==> src/rtl/mem_port_arbiter.sv <==
// -----------------------------------------------------------------------------
// mem_port_arbiter
//
// Shares one Avalon-style memory port between the instruction-fetch requester
// (I) and the load/store requester (D). D has fixed priority because it belongs
// to the instruction already in flight. Each transfer is sequenced as
// IDLE -> XFER_* -> ACK -> IDLE.
//
// Bus outputs are registered and held stable through waitrequest stalls. Read
// data is captured on completion and returned with a one-cycle ack. A wait-cycle
// watchdog aborts a hung transfer. On abort it still acks the requester with
// zeroed data and raises a sticky timeout flag.
//
// Ports
//   clk, reset                      clock, asynchronous active-low reset
//   i_req/i_addr                    fetch request (level, held until i_ack)
//   i_ack/i_rdata                   fetch completion pulse and fetched word
//   d_req/d_we/d_addr/d_wdata/d_byteen
//                                   load/store request (level, held until d_ack)
//   d_ack/d_rdata                   data completion pulse and load data
//   bus_address/bus_read/bus_write/bus_byteen/bus_wdata
//                                   registered memory command
//   bus_rdata/bus_wait              memory read data and waitrequest
//   busy                            1 whenever not in IDLE
//   timeout_err                     sticky watchdog-abort flag, cleared by reset
// -----------------------------------------------------------------------------
module mem_port_arbiter #(
  parameter int ADDR_W   = 32,
  parameter int DATA_W   = 32,
  parameter int MAX_WAIT = 255
) (
  input  logic                clk,
  input  logic                reset,
  // instruction-fetch requester
  input  logic                i_req,
  input  logic [ADDR_W-1:0]   i_addr,
  output logic                i_ack,
  output logic [DATA_W-1:0]   i_rdata,
  // load/store requester
  input  logic                d_req,
  input  logic                d_we,
  input  logic [ADDR_W-1:0]   d_addr,
  input  logic [DATA_W-1:0]   d_wdata,
  input  logic [DATA_W/8-1:0] d_byteen,
  output logic                d_ack,
  output logic [DATA_W-1:0]   d_rdata,
  // memory bus
  output logic [ADDR_W-1:0]   bus_address,
  output logic                bus_read,
  output logic                bus_write,
  output logic [DATA_W/8-1:0] bus_byteen,
  output logic [DATA_W-1:0]   bus_wdata,
  input  logic [DATA_W-1:0]   bus_rdata,
  input  logic                bus_wait,
  // status
  output logic                busy,
  output logic                timeout_err
);

  localparam int BE_W = DATA_W / 8;
  // The counter only has to reach MAX_WAIT-1, because the abort fires there.
  localparam int CNT_W = (MAX_WAIT > 1) ? $clog2(MAX_WAIT) : 1;
  localparam logic [CNT_W-1:0] CNT_LAST = CNT_W'(MAX_WAIT - 1);

  typedef enum logic [1:0] {
    IDLE   = 2'd0,
    XFER_I = 2'd1,
    XFER_D = 2'd2,
    ACK    = 2'd3
  } state_e;

  state_e             state_q,       state_d;
  logic [ADDR_W-1:0]  bus_address_q, bus_address_d;
  logic               bus_read_q,    bus_read_d;
  logic               bus_write_q,   bus_write_d;
  logic [BE_W-1:0]    bus_byteen_q,  bus_byteen_d;
  logic [DATA_W-1:0]  bus_wdata_q,   bus_wdata_d;
  logic [DATA_W-1:0]  i_rdata_q,     i_rdata_d;
  logic [DATA_W-1:0]  d_rdata_q,     d_rdata_d;
  logic               i_ack_q,       i_ack_d;
  logic               d_ack_q,       d_ack_d;
  logic [CNT_W-1:0]   wait_cnt_q,    wait_cnt_d;
  logic               timeout_err_q, timeout_err_d;

  logic xfer_is_d;
  logic abort;

  assign xfer_is_d = (state_q == XFER_D);
  assign abort     = bus_wait && (wait_cnt_q == CNT_LAST);

  // NOTE: every *_d starts from a default (hold, or 0 for the ack pulses).
  // Without these defaults, any path through the case that skips a signal
  // would infer a latch.
  always_comb begin
    state_d       = state_q;
    bus_address_d = bus_address_q;
    bus_read_d    = bus_read_q;
    bus_write_d   = bus_write_q;
    bus_byteen_d  = bus_byteen_q;
    bus_wdata_d   = bus_wdata_q;
    i_rdata_d     = i_rdata_q;
    d_rdata_d     = d_rdata_q;
    i_ack_d       = 1'b0;
    d_ack_d       = 1'b0;
    wait_cnt_d    = wait_cnt_q;
    timeout_err_d = timeout_err_q;

    unique case (state_q)
      IDLE: begin
        wait_cnt_d = '0;
        if (d_req) begin
          bus_address_d = d_addr;
          bus_wdata_d   = d_wdata;
          bus_byteen_d  = d_byteen;
          bus_write_d   = d_we;
          bus_read_d    = ~d_we;
          state_d       = XFER_D;
        end else if (i_req) begin
          bus_address_d = i_addr;
          bus_wdata_d   = '0;
          bus_byteen_d  = '1;
          bus_write_d   = 1'b0;
          bus_read_d    = 1'b1;
          state_d       = XFER_I;
        end
      end

      XFER_I, XFER_D: begin
        if (bus_wait && !abort) begin
          // Stall: the bus registers hold by default; only the watchdog moves.
          wait_cnt_d = wait_cnt_q + CNT_W'(1);
        end else begin
          // Either completion (bus_wait=0) or watchdog abort. In both cases the
          // strobes drop, the requester is acked, and the FSM moves to ACK.
          bus_read_d  = 1'b0;
          bus_write_d = 1'b0;
          wait_cnt_d  = '0;
          state_d     = ACK;
          if (xfer_is_d) d_ack_d = 1'b1;
          else           i_ack_d = 1'b1;
          if (abort) begin
            timeout_err_d = 1'b1;
            if (xfer_is_d) d_rdata_d = '0;
            else           i_rdata_d = '0;
          end else if (bus_read_q) begin
            if (xfer_is_d) d_rdata_d = bus_rdata;
            else           i_rdata_d = bus_rdata;
          end
        end
      end

      ACK: begin
        // Requests are deliberately not sampled here.
        state_d = IDLE;
      end

      default: state_d = IDLE;
    endcase
  end

  // NOTE: the read-data holding registers are reset along with everything
  // else. They are plain flops, not a memory array, and the outputs must read
  // 0 out of reset.
  always_ff @(posedge clk or negedge reset) begin
    if (!reset) begin
      state_q       <= IDLE;
      bus_address_q <= '0;
      bus_read_q    <= 1'b0;
      bus_write_q   <= 1'b0;
      bus_byteen_q  <= '0;
      bus_wdata_q   <= '0;
      i_rdata_q     <= '0;
      d_rdata_q     <= '0;
      i_ack_q       <= 1'b0;
      d_ack_q       <= 1'b0;
      wait_cnt_q    <= '0;
      timeout_err_q <= 1'b0;
    end else begin
      // NOTE: non-blocking assignments here, so every flop samples the
      // pre-edge value of the others.
      state_q       <= state_d;
      bus_address_q <= bus_address_d;
      bus_read_q    <= bus_read_d;
      bus_write_q   <= bus_write_d;
      bus_byteen_q  <= bus_byteen_d;
      bus_wdata_q   <= bus_wdata_d;
      i_rdata_q     <= i_rdata_d;
      d_rdata_q     <= d_rdata_d;
      i_ack_q       <= i_ack_d;
      d_ack_q       <= d_ack_d;
      wait_cnt_q    <= wait_cnt_d;
      timeout_err_q <= timeout_err_d;
    end
  end

  assign bus_address = bus_address_q;
  assign bus_read    = bus_read_q;
  assign bus_write   = bus_write_q;
  assign bus_byteen  = bus_byteen_q;
  assign bus_wdata   = bus_wdata_q;
  assign i_rdata     = i_rdata_q;
  assign d_rdata     = d_rdata_q;
  assign i_ack       = i_ack_q;
  assign d_ack       = d_ack_q;
  assign timeout_err = timeout_err_q;
  assign busy        = (state_q != IDLE);

endmodule

==> config.mk <==
export PLATFORM = sky130hd
export DESIGN_NAME = mem_port_arbiter
export DESIGN_NICKNAME = d
export VERILOG_FILES = /design/src/rtl/mem_port_arbiter.sv
export SDC_FILE = /design/constraint.sdc
export NUM_CORES = 1
export LEC_CHECK = 0
export CAP_MARGIN = 20
export CORE_MARGIN = 2
export CORE_UTILIZATION = 44
export DETAILED_ROUTE_END_ITERATION = 12
export PLACE_DENSITY = 0.85
export SYNTH_ARGS = -nofsm -noshare
export SYNTH_HDL_FRONTEND = slang
export SYNTH_SLANG_ARGS = --single-unit
==> constraint.sdc <==
create_clock -name clk -period 3.2 [get_ports clk]
set_input_delay 0.48 -clock clk [delete_from_list [all_inputs] [get_ports clk]]
set_output_delay 0.48 -clock clk [all_outputs]
set_load 0.01 [all_outputs]
Yosys cells after proc, flatten, opt, wreduce, memory -nomap -nowiden
Cells that the tools add are included.
{"block": "totals", "regBits": 147, "in_bits": 138, "output_inout_bits": 138, "wordCells": 70}
{"block": "classes", "n_addsub": 1, "eq_ne": 6, "mux": 33, "n_bitwise": 3, "n_reduce_logical": 15}
{"op": "32-bit 2-to-1 mux", "count": 12}
{"op": "8-bit one-hot mux with 2 select lines", "count": 1}
{"op": "1-bit 2-to-1 mux", "count": 11}
{"op": "8-bit by 1-bit adder with 8-bit output (second input constant)", "count": 1}
{"op": "8-bit equality test (second input constant)", "count": 1}
{"op": "4-bit 2-to-1 mux", "count": 2}
{"op": "8-bit 2-to-1 mux", "count": 1}
{"op": "4-bit AND reduction", "count": 2}
{"op": "2-bit nonzero test", "count": 4}
{"op": "2-bit 2-to-1 mux", "count": 3}
{"op": "2-bit one-hot mux with 3 select lines", "count": 1}
{"op": "3-bit AND reduction", "count": 2}
{"op": "2-bit equality test (second input constant)", "count": 2}
{"op": "1-bit one-hot mux with 2 select lines", "count": 2}
{"op": "2-bit AND reduction", "count": 2}
{"op": "3-bit != test (second input constant)", "count": 1}
{"op": "1-bit NOT", "count": 3}
{"op": "2-bit by 1-bit equality test with 1-bit output (second input constant)", "count": 1}
{"op": "1-bit logical AND", "count": 2}
{"op": "2-bit zero test", "count": 1}
{"op": "2-bit != test (second input constant)", "count": 1}
{"op": "2-bit OR reduction", "count": 1}
{"op": "1-bit zero test", "count": 1}

Depth between registers and ports, before layout
Gate-level depths: netlist of the first run.
{"block": "depth", "word_depth": 6, "mapped_depth": 7}

Least setup slack after synthesis of the first run
Ideal clock, no wire load.
{"block": "synth_path", "kind": "register to register", "startpoint": "register state_q[0]", "endpoint": "register bus_write_q (netlist: bus_write)", "t_arrival_ns": 1.594, "required_time_ns": 3.078, "setup_slack_ns": 1.484, "stages_incl_launch_ff": 7, "synth_period_minus_slack_ns": 1.716, "cell_sequence": "dfrtp_1 inv_1 ha_1 nand2_1 o21ba_1 or3_1 a32o_1"}
{"block": "synth_via", "elab_chain_len": 4, "word_cells_on_any_way": 9, "classes_between": "eq/ne (4); mux (1); reduce/logical (4)"}
{"element": "start, declared", "line": "72", "rtl": "state_e state_q, state_d;"}
{"element": "start signal, assigned", "line": "181", "rtl": "state_q <= state_d;"}
{"element": "2-bit equality test or 2-bit by 1-bit equality test with 1-bit output (tied branches)", "line": "108", "rtl": "unique case (state_q)"}
{"element": "2-bit OR reduction", "line": "108"}
{"element": "2-bit != test (no line) or 2-bit nonzero test (tied branches)"}
{"element": "3-bit AND reduction (no line)"}
{"element": "end signal, assigned", "line": "184", "rtl": "bus_write_q <= bus_write_d;"}
{"element": "end, declared", "line": "75", "rtl": "logic bus_write_q, bus_write_d;"}
Parallel ways exist; a longest one is shown, timed or not.
A chain may end at the register's enable or synchronous reset.

Worst setup path after layout of the first run
{"block": "layout_path", "startpoint": "register state_q[0]", "endpoint": "output port busy"}
{"block": "layout_via", "elab_chain_len": 1}
{"element": "2-bit nonzero test", "line": "206", "rtl": "assign busy = (state_q != IDLE);"}
{"element": "end, declared", "line": "56", "rtl": "output logic busy,"}
Every way passes these cells.

==> impl_metrics.json, run 1 <==
{
  "final_cell_mix": "clkdlybuf4s50_1, dfrtp_1, a22o_1",
  "syn_area_um2": 5790,
  "post_cts_resized": 0,
  "cts_sinks": 147,
  "antenna_found_initial": 0,
  "ios": 276,
  "p_int_mw": 6.29,
  "cts_tree": "yes",
  "hold_buffers": 0,
  "cts_max_level": 4,
  "first_global_vias": 4964,
  "timing_worst_setup_path_type": "flip-flop to output port",
  "initial_core_util_pct": 45.5,
  "synth-seq-area-share_pct": 63.5,
  "dp_hpwl_um": 12600,
  "fin_util_pct": 73.5,
  "postRouteAntennaNets": 0,
  "clkLatencyLatePin_ns": 0.42,
  "fin_skew_ns": 0.00820,
  "max-cap-violations": 0,
  "power_frac_comb_pct": 42.1,
  "drtIter0Drc": 461,
  "portBuffers": 275,
  "num_rows": 41,
  "start_kind": "flip-flop",
  "synth_nets": 595,
  "postSynthCellCount": 450,
  "worst_pin_slew_ns": 0.649,
  "vias": 4918,
  "cp_max_fo": 5,
  "ys_ff_latch": 147,
  "status": "finished clean",
  "grt_pass1_wl_um": 27500,
  "worst_hold_path_type": "input pin to asynchronous set/reset pin",
  "final_common_cell": "clkdlybuf4s50_1",
  "fin_setup_tns_ns": 0,
  "slew_headroom_pct": 56.7,
  "netlist.area_leader.share_pct": 63.5,
  "cts_max_path_buffers": 2,
  "yosys.area_share.simple_pct": 5.40,
  "cts_inserted_buffers": 17,
  "synthAdderAreaFrac_pct": 1.51,
  "synth_top_area_cell": "dfrtp_1",
  "synth_top_family_by_area": "compound AO/OA/AOI/OAI gates",
  "antenna_cells": 0,
  "arrival_ns": 1.89,
  "fmax_ghz": 0.423,
  "gp_congestion": 0.809,
  "fp.dieW_um": 119,
  "drive_gt1_share_pct": 6.69,
  "die_y_um": 119,
  "yosys_warnings": 0,
  "end_kind": "output port",
  "hold_viol": 0,
  "final_nets": 864,
  "syn_area_per_cell_um2": 12.9,
  "synth_edf_count": 0,
  "grt_max_degree": 97,
  "track_usage_pct": 25.2,
  "core_area_um2": 12700,
  "dr.pass1.iters": 5,
  "min_period_ns": 2.37,
  "yosys-top-cells-area": "dfrtp_1, a22o_1, mux2i_1",
  "synth-compound-area-share_pct": 20.1,
  "period_share_pct": 73.9,
  "drt-total-wl_um": 17500,
  "synth-main-ff-cell": "dfrtp_1",
  "p_leak_nw": 4.23,
  "clk_pin_slew_worst_paths_ns": 0.06,
  "synth_xor_area_share_pct": 0.454,
  "muxShareOfSynthArea_pct": 6.05,
  "cts_setup_buffers": 0,
  "power.share.switching_pct": 32.1,
  "clockRootBuffer": "clkbuf_16",
  "maxSlewViolCount": 0,
  "syn2layout_area_growth_pct": 61.5,
  "cellPowerDensity_nw_per_um2": 990,
  "yosysUniqueCellTypes": 33,
  "setup_viol": 0,
  "dieArea_um2": 14100,
  "rsz0062_at_grt": "no",
  "grt_overflow": 0,
  "wl_per_cell_um": 19.4,
  "drcViolationCount": 0,
  "required_ns": 2.72,
  "synthArstFlopShare_pct": 100,
  "p_seq_share_pct": 34.9,
  "ir_drop_v": 0.000621,
  "vias_per_cell": 5.44,
  "p_sw_mw": 2.97,
  "clockPowerShare_pct": 23.0
}
==> power groups by stage <==
stage | Combinational (mW) | Sequential [mW] | Clock (mW)
after global routing | 4.16 | 3.32 | 2.24
after detailed placement | 3.90 | 3.22 | 0
final | 3.90 | 3.23 | 2.13
after floorplan | 1.32 | 3.52 | 0
after global placement | 3.76 | 3.20 | 0
after CTS | 3.93 | 3.22 | 2.16
==> path summary, 6_finish.rpt <==
kind                                 start               to  slack [ns]  depth (start not counted)
max                             state_q[0]             busy        0.83                          4
min                                  reset      d_rdata[10]        0.05                          1
max reg2reg                  wait_cnt_q[0]      d_rdata[27]        1.29                          7
min reg2reg                bus_address[15]  bus_address[15]        0.48                          2
max in group asynchronous            reset  bus_address[30]        2.37                          2
min in group clk           bus_address[15]  bus_address[15]        0.48                          2
==> metal layers <==
layer  global-route usage [%]  up-vias  share of wire, %
li1                         -     2187                 -
met1                     31.0     2388                39
met2                     40.3      313                48
met3                     9.89       30                11
met4                     9.08        0               2.1
met5                        0        -                 0
==> logic make-up after synthesis <==
family	Yosys count
compound gates	150
xor+xnor	3
fa+ha+maj	7
buf+inv	39
flops	147
mux	35
simple gates	69
==> cell usage after synthesis (2+ instances only) <==
cell type / count
nor2_1: 9
dfrtp_1: 147
a22o_1: 97
a21oi_1: 2
or4_1: 2
o21ai_0: 34
a21o_1: 3
nand3_1: 4
nor2b_1: 2
nor3_1: 4
xnor2_1: 2
mux2i_1: 35
clkbuf_1: 13
o22a_1: 4
buf_2: 20
inv_1: 5
nand2_1: 40
and2_1: 2
ha_1: 7
o21bai_1: 4
o21ai_1: 2
==> stage by stage <==
| stage | total power, mW | setup slack (ns) | std cells | area, um2 | hold WS (ns) |
|---|---|---|---|---|---|
| after floorplan | 4.84 | 1.48 | 450 | 5790 | 0.184 |
| after global placement | 6.96 | 1.13 | 872 | 8710 | 0.463 |
| after detailed placement | 7.12 | 1.01 | 872 | 8710 | 0.470 |
| after CTS | 9.31 | 0.810 | 904 | 9360 | 0.0825 |
| after global routing | 9.72 | 0.736 | 904 | 9360 | 0.116 |
| final | 9.26 | 0.834 | 904 | 9360 | 0.0478 |
==> sequential cells by signal, indices dropped and copies added (netlist names) <==
register and cells:
bus_wdata 32, state_q 2, i_ack 1, d_rdata 32, i_rdata 32, bus_write 1, bus_read 1, d_ack 1
wait_cnt_q 8, bus_address 32, timeout_err 1, bus_byteen 4
==> layout make-up <==
class                      count  area [um2]
clock buffer                  18         439
multi-input combinational    264        1960
timing repair buffer         284        2840
tap                          172         215
inverter                       5        18.8
fill                         832        3370
clock inverter                14         203
sequential                   147        3680
==> worst max-delay path, stage by stage, from the launching register on <==
cell and delay (ns):
dfrtp_1 0.38, inv_1 0.16, ha_1 0.30, inv_1 0.11, clkdlybuf4s50_1 0.52
Note: power is estimated with default switching activity, not from simulation.
==> run 2, diff against run 1 <==
- CORE_UTILIZATION: 44 -> 41
- PLACE_DENSITY: 0.85 -> 0.8
- clock period: 3.2 -> 2.2 ns (I/O delays scaled with it)
==> impl_metrics.json, run 2 (same netlist as run 1, synthesis figures left out) <==
{
  "cts_setup_buffers": 0,
  "cts_tree": "yes",
  "min_period_ns": 1.90,
  "worst_hold_path_type": "input pin to flip-flop",
  "p_leak_nw": 4.23,
  "die_y_um": 123,
  "dieArea_um2": 15100,
  "fin_setup_tns_ns": 0,
  "fillers": 953,
  "setup_slack_ns": 0.304,
  "rsz0062_at_grt": "no",
  "end_kind": "flip-flop",
  "maxSlewViolCount": 0,
  "holdWs_ns": 0.356,
  "final_cell_mix": "clkdlybuf4s50_1, dfrtp_1, a22o_1",
  "final_common_cell": "clkdlybuf4s50_1",
  "clk_pin_slew_worst_paths_ns": 0.06,
  "start_kind": "flip-flop",
  "status": "finished clean",
  "portBuffers": 275,
  "initial_core_util_pct": 41.9,
  "final_nets": 867,
  "track_usage_pct": 22.7,
  "cts_sinks": 147,
  "hold_viol": 0,
  "fin_skew_ns": 0.00889,
  "setup_viol": 0,
  "timing_worst_setup_path_type": "flip-flop to flip-flop",
  "cts_max_path_buffers": 2,
  "slew_headroom_pct": 68.0,
  "vias": 4853,
  "wl_per_cell_um": 18.2,
  "cellPowerDensity_nw_per_um2": 1410,
  "postRouteAntennaNets": 0,
  "max-cap-violations": 0,
  "grt_max_degree": 97,
  "worst_pin_slew_ns": 0.480,
  "drive_gt1_share_pct": 7.07,
  "fp.dieW_um": 123,
  "clkLatencyLatePin_ns": 0.42,
  "drtIter0Drc": 332,
  "antenna_found_initial": 0,
  "required_ns": 2.50,
  "total_power_mw": 13.3,
  "ir_drop_v": 0.000837,
  "crit_path_max_incr_delay_ns": 0.38,
  "grt_overflow": 0,
  "arrival_ns": 2.20,
  "cts_inserted_buffers": 17,
  "pre_cts_ws_ns": 0.216,
  "grt_pass1_wl_um": 26300,
  "clockRootBuffer": "clkbuf_16",
  "antenna_cells": 0,
  "syn2layout_area_growth_pct": 62.1,
  "fmax_ghz": 0.527,
  "cp_max_fo": 5,
  "cts_max_level": 4,
  "period_share_pct": 86.2,
  "drcViolationCount": 0,
  "vias_per_cell": 5.30,
  "drt-total-wl_um": 16600,
  "gp_congestion": 0.823,
  "first_global_vias": 5061,
  "dr.pass1.iters": 4,
  "num_rows": 43,
  "path_cells": "inv_1 -> ha_2 -> nand2_1 -> o21ba_1 -> or3_1 -> a32o_1",
  "dp_hpwl_um": 12100,
  "cp_slowest_cell": "dfrtp_1",
  "core_area_um2": 13800,
  "ios": 276
}
run 2: cell count changes in the layout (fill, tap and decap cells not counted), moves of 2 or more:
cell       change
inv_6          +4
buf_12         +3
clkinv_4       -3
bufinv_16      -2
run 2: per-stage QoR:
step,cells,utilization (%),instance area [um2]
after global placement,882,63.5,8780
after CTS,915,67.9,9380
final,915,67.9,9390
after global routing,915,67.9,9390
after floorplan,450,-,5790
after detailed placement,882,63.5,8780
run 2: worst max-delay path, delay by kind of cell (launching register included):
kind | cells | cell delay (ns)
and+or+nand+nor | 2 | 0.51
buffers and inverters | 1 | 0.15
adders and majority gates | 1 | 0.34
AOI/OAI and AO/OA | 2 | 0.42
DFF | 1 | 0.38
run 2: area by class of cell:
type / instances / area (um2) / share of cell area [%]
clock buffer: 17 / 425 / 4.53
sequential: 147 / 3680 / 39.2
inverter: 5 / 18.8 / 0.200
clock inverter: 15 / 170 / 1.81
tap: 180 / 225 / 2.40
multi-input combinational: 264 / 1960 / 20.9
timing repair buffer: 287 / 2910 / 31.0
run 2: where the power goes:
group	switching [mW]	total (mW)	internal, mW
logic	2.38	5.71	3.33
registers	0.745	4.67	3.92
clock network	1.19	2.89	1.70
total	4.32	13.3	8.95
run 2: path summary, 6_finish.rpt:
path	from	endpoint	depth (start not counted)	slack, ns
max in group asynchronous	reset	i_rdata[17]	3	1.06
min in group asynchronous	reset	bus_address[24]	2	0.46
max reg2reg	state_q[0]	bus_write	6	0.30
max	state_q[0]	bus_write	6	0.30
min reg2reg	timeout_err	timeout_err	1	0.48
min	d_req	state_q[0]	4	0.36
run 2: routing by layer:
metal	routed length [um]	up-vias	GRT usage (%)
met1	6480	2366	27.5
li1	-	2212	-
met2	8080	240	37.1
met3	1620	35	7.57
met5	0	-	0
met4	440	0	9.05
run 2: repair_timing:
action | CTS | global route
hold buffers | 1 | 0
endpoints found under the hold margin | 47 | 0
endpoints found under the setup margin | 0 | 1
gates resized for setup | 0 | 2
==> run 3, diff against run 2 <==
- PLACE_DENSITY: 0.8 -> not set
- PLACE_DENSITY_LB_ADDON: not set -> 0.15
==> impl_metrics.json, run 3 (same netlist as run 1, synthesis figures left out) <==
{
  "worstPathBufferInverterCount": 3,
  "drt-total-wl_um": 16700,
  "drtIter0Drc": 223,
  "maxSlewViolCount": 0,
  "crit_top_cell": "inv_1",
  "ios": 276,
  "fin_skew_ns": 0.00806,
  "final_cell_mix": "clkdlybuf4s50_1, dfrtp_1, a22o_1",
  "wl_per_cell_um": 18.2,
  "dr.pass1.iters": 4,
  "rrSetupSlack_ns": 0.34,
  "worst_hold_path_type": "input pin to flip-flop",
  "cts_setup_buffers": 0,
  "grt_overflow": 0,
  "timing_worst_setup_path_type": "flip-flop to output port",
  "worst_pin_slew_ns": 0.520,
  "setup_slack_ns": 0.0935,
  "hp-start": "d_req",
  "cts_inserted_buffers": 17,
  "rr_endpoint": "bus_write",
  "min_period_ns": 2.11,
  "dp_hpwl_um": 12000,
  "reg2reg_depth": 6,
  "num_rows": 43,
  "antenna_found_initial": 0,
  "gp_congestion": 0.783,
  "vias_per_cell": 5.19,
  "cts_sinks": 147,
  "ir_drop_v": 0.000683,
  "max-cap-violations": 0,
  "start_kind": "flip-flop",
  "hold_viol": 0,
  "vias": 4755,
  "path_cells": "inv_1 -> ha_2 -> inv_1 -> clkdlybuf4s50_1",
  "die_y_um": 123,
  "clockRootBuffer": "clkbuf_16",
  "period_share_pct": 95.7,
  "clk_pin_slew_worst_paths_ns": 0.06,
  "pre_cts_ws_ns": 0.253,
  "core_area_um2": 13800,
  "cp_max_fo": 4,
  "grt_max_degree": 76,
  "drive_gt1_share_pct": 6.79,
  "cellPowerDensity_nw_per_um2": 1400,
  "end_kind": "output port",
  "clkLatencyLatePin_ns": 0.41,
  "reg2reg_from": "state_q[1]",
  "syn2layout_area_growth_pct": 62.3,
  "initial_core_util_pct": 41.9,
  "antenna_cells": 0,
  "track_usage_pct": 22.3,
  "cp_slowest_cell": "clkdlybuf4s50_1",
  "required_ns": 1.87,
  "cts_tree": "yes",
  "holdWs_ns": 0.357,
  "grt_pass1_wl_um": 25500,
  "min_delay_path_depth": 3,
  "slew_headroom_pct": 65.3,
  "first_global_vias": 4876,
  "fin_setup_tns_ns": 0,
  "cts_max_level": 4,
  "fp.dieW_um": 123,
  "dieArea_um2": 15100,
  "crit_start": "state_q[1]",
  "p_leak_nw": 4.25,
  "status": "finished clean",
  "crit_cells": 4,
  "setup_viol": 0,
  "fmax_ghz": 0.475,
  "drcViolationCount": 0,
  "rsz0062_at_grt": "no",
  "arrival_ns": 1.78,
  "worst_hold_path.endpoint": "bus_read",
  "crit_path_max_incr_delay_ns": 0.56,
  "cpLargestDelayFamily": "buffers and inverters",
  "final_common_cell": "clkdlybuf4s50_1",
  "cts_max_path_buffers": 2,
  "final_nets": 868,
  "postRouteAntennaNets": 0,
  "portBuffers": 275
}
run 3: changes by cell type in the layout (fill, tap and decap cells not counted), moves of 2 or more:
cell,delta
buf_12,+2
clkinv_2,+2
clkinvlp_4,-3
clkbuf_1,+4
inv_8,-2
inv_6,-4
clkbuf_8,+3
run 3: how the worst max path moves through the flow:
| stage | end | slack (ns) |
|---|---|---|
| 2_1_floorplan | bus_write | 0.48 |
| 3_3_place_gp | i_rdata[25] | 0.31 |
| 3_5_place_dp | i_rdata[6] | 0.25 |
| 4_1_cts | busy | 0.04 |
| 5_1_grt | busy | 0.002 |
| 6_report | busy | 0.09 |
run 3: layout make-up:
cell class / instances / area [um2]
flip-flops and latches: 147 / 3680
multi-input cells: 264 / 1960
well taps: 180 / 225
clock inverters: 8 / 100
fillers: 1007 / 4420
clock buffers: 24 / 482
repair buffers: 288 / 2940
inverters: 5 / 18.8
run 3: repair_timing:
action / CTS / global route
pin swaps: 0 / 0
endpoints found under the hold margin: 52 / 0
setup endpoints to repair: 1 / 1
hold buffers: 1 / 0
resized for setup: 1 / 1
run 3: layer usage:
layer | share of wire (%) | routed length [um] | GRT usage, %
met5 | 0 | 0 | 0
met4 | 2.0 | 336 | 9.41
met3 | 10 | 1680 | 7.90
met2 | 48 | 7960 | 36.0
met1 | 40 | 6680 | 27.1
run 3: worst reg2reg max path, stage by stage, from the launching register on:
cell	delay, ns
dfrtp_1	0.41
inv_1	0.12
ha_2	0.32
nand2_1	0.12
o21ba_1	0.20
or3_1	0.38
a32o_1	0.21
run 3: power breakdown:
group | switching (mW) | internal, mW | total, mW
Clock | 1.06 | 1.76 | 2.82
Sequential | 0.730 | 3.92 | 4.65
Combinational | 2.38 | 3.35 | 5.72
run 3: metrics by stage:
step	instance area (um2)	power (mW)	std cells	utilization [%]
2_1_floorplan	5790	7.04	450	-
3_3_place_gp	8810	10.3	883	63.7
3_5_place_dp	8810	10.4	883	63.7
4_1_cts	9400	13.3	916	68.0
5_1_grt	9400	14.0	916	68.0
6_report	9400	13.2	916	68.0
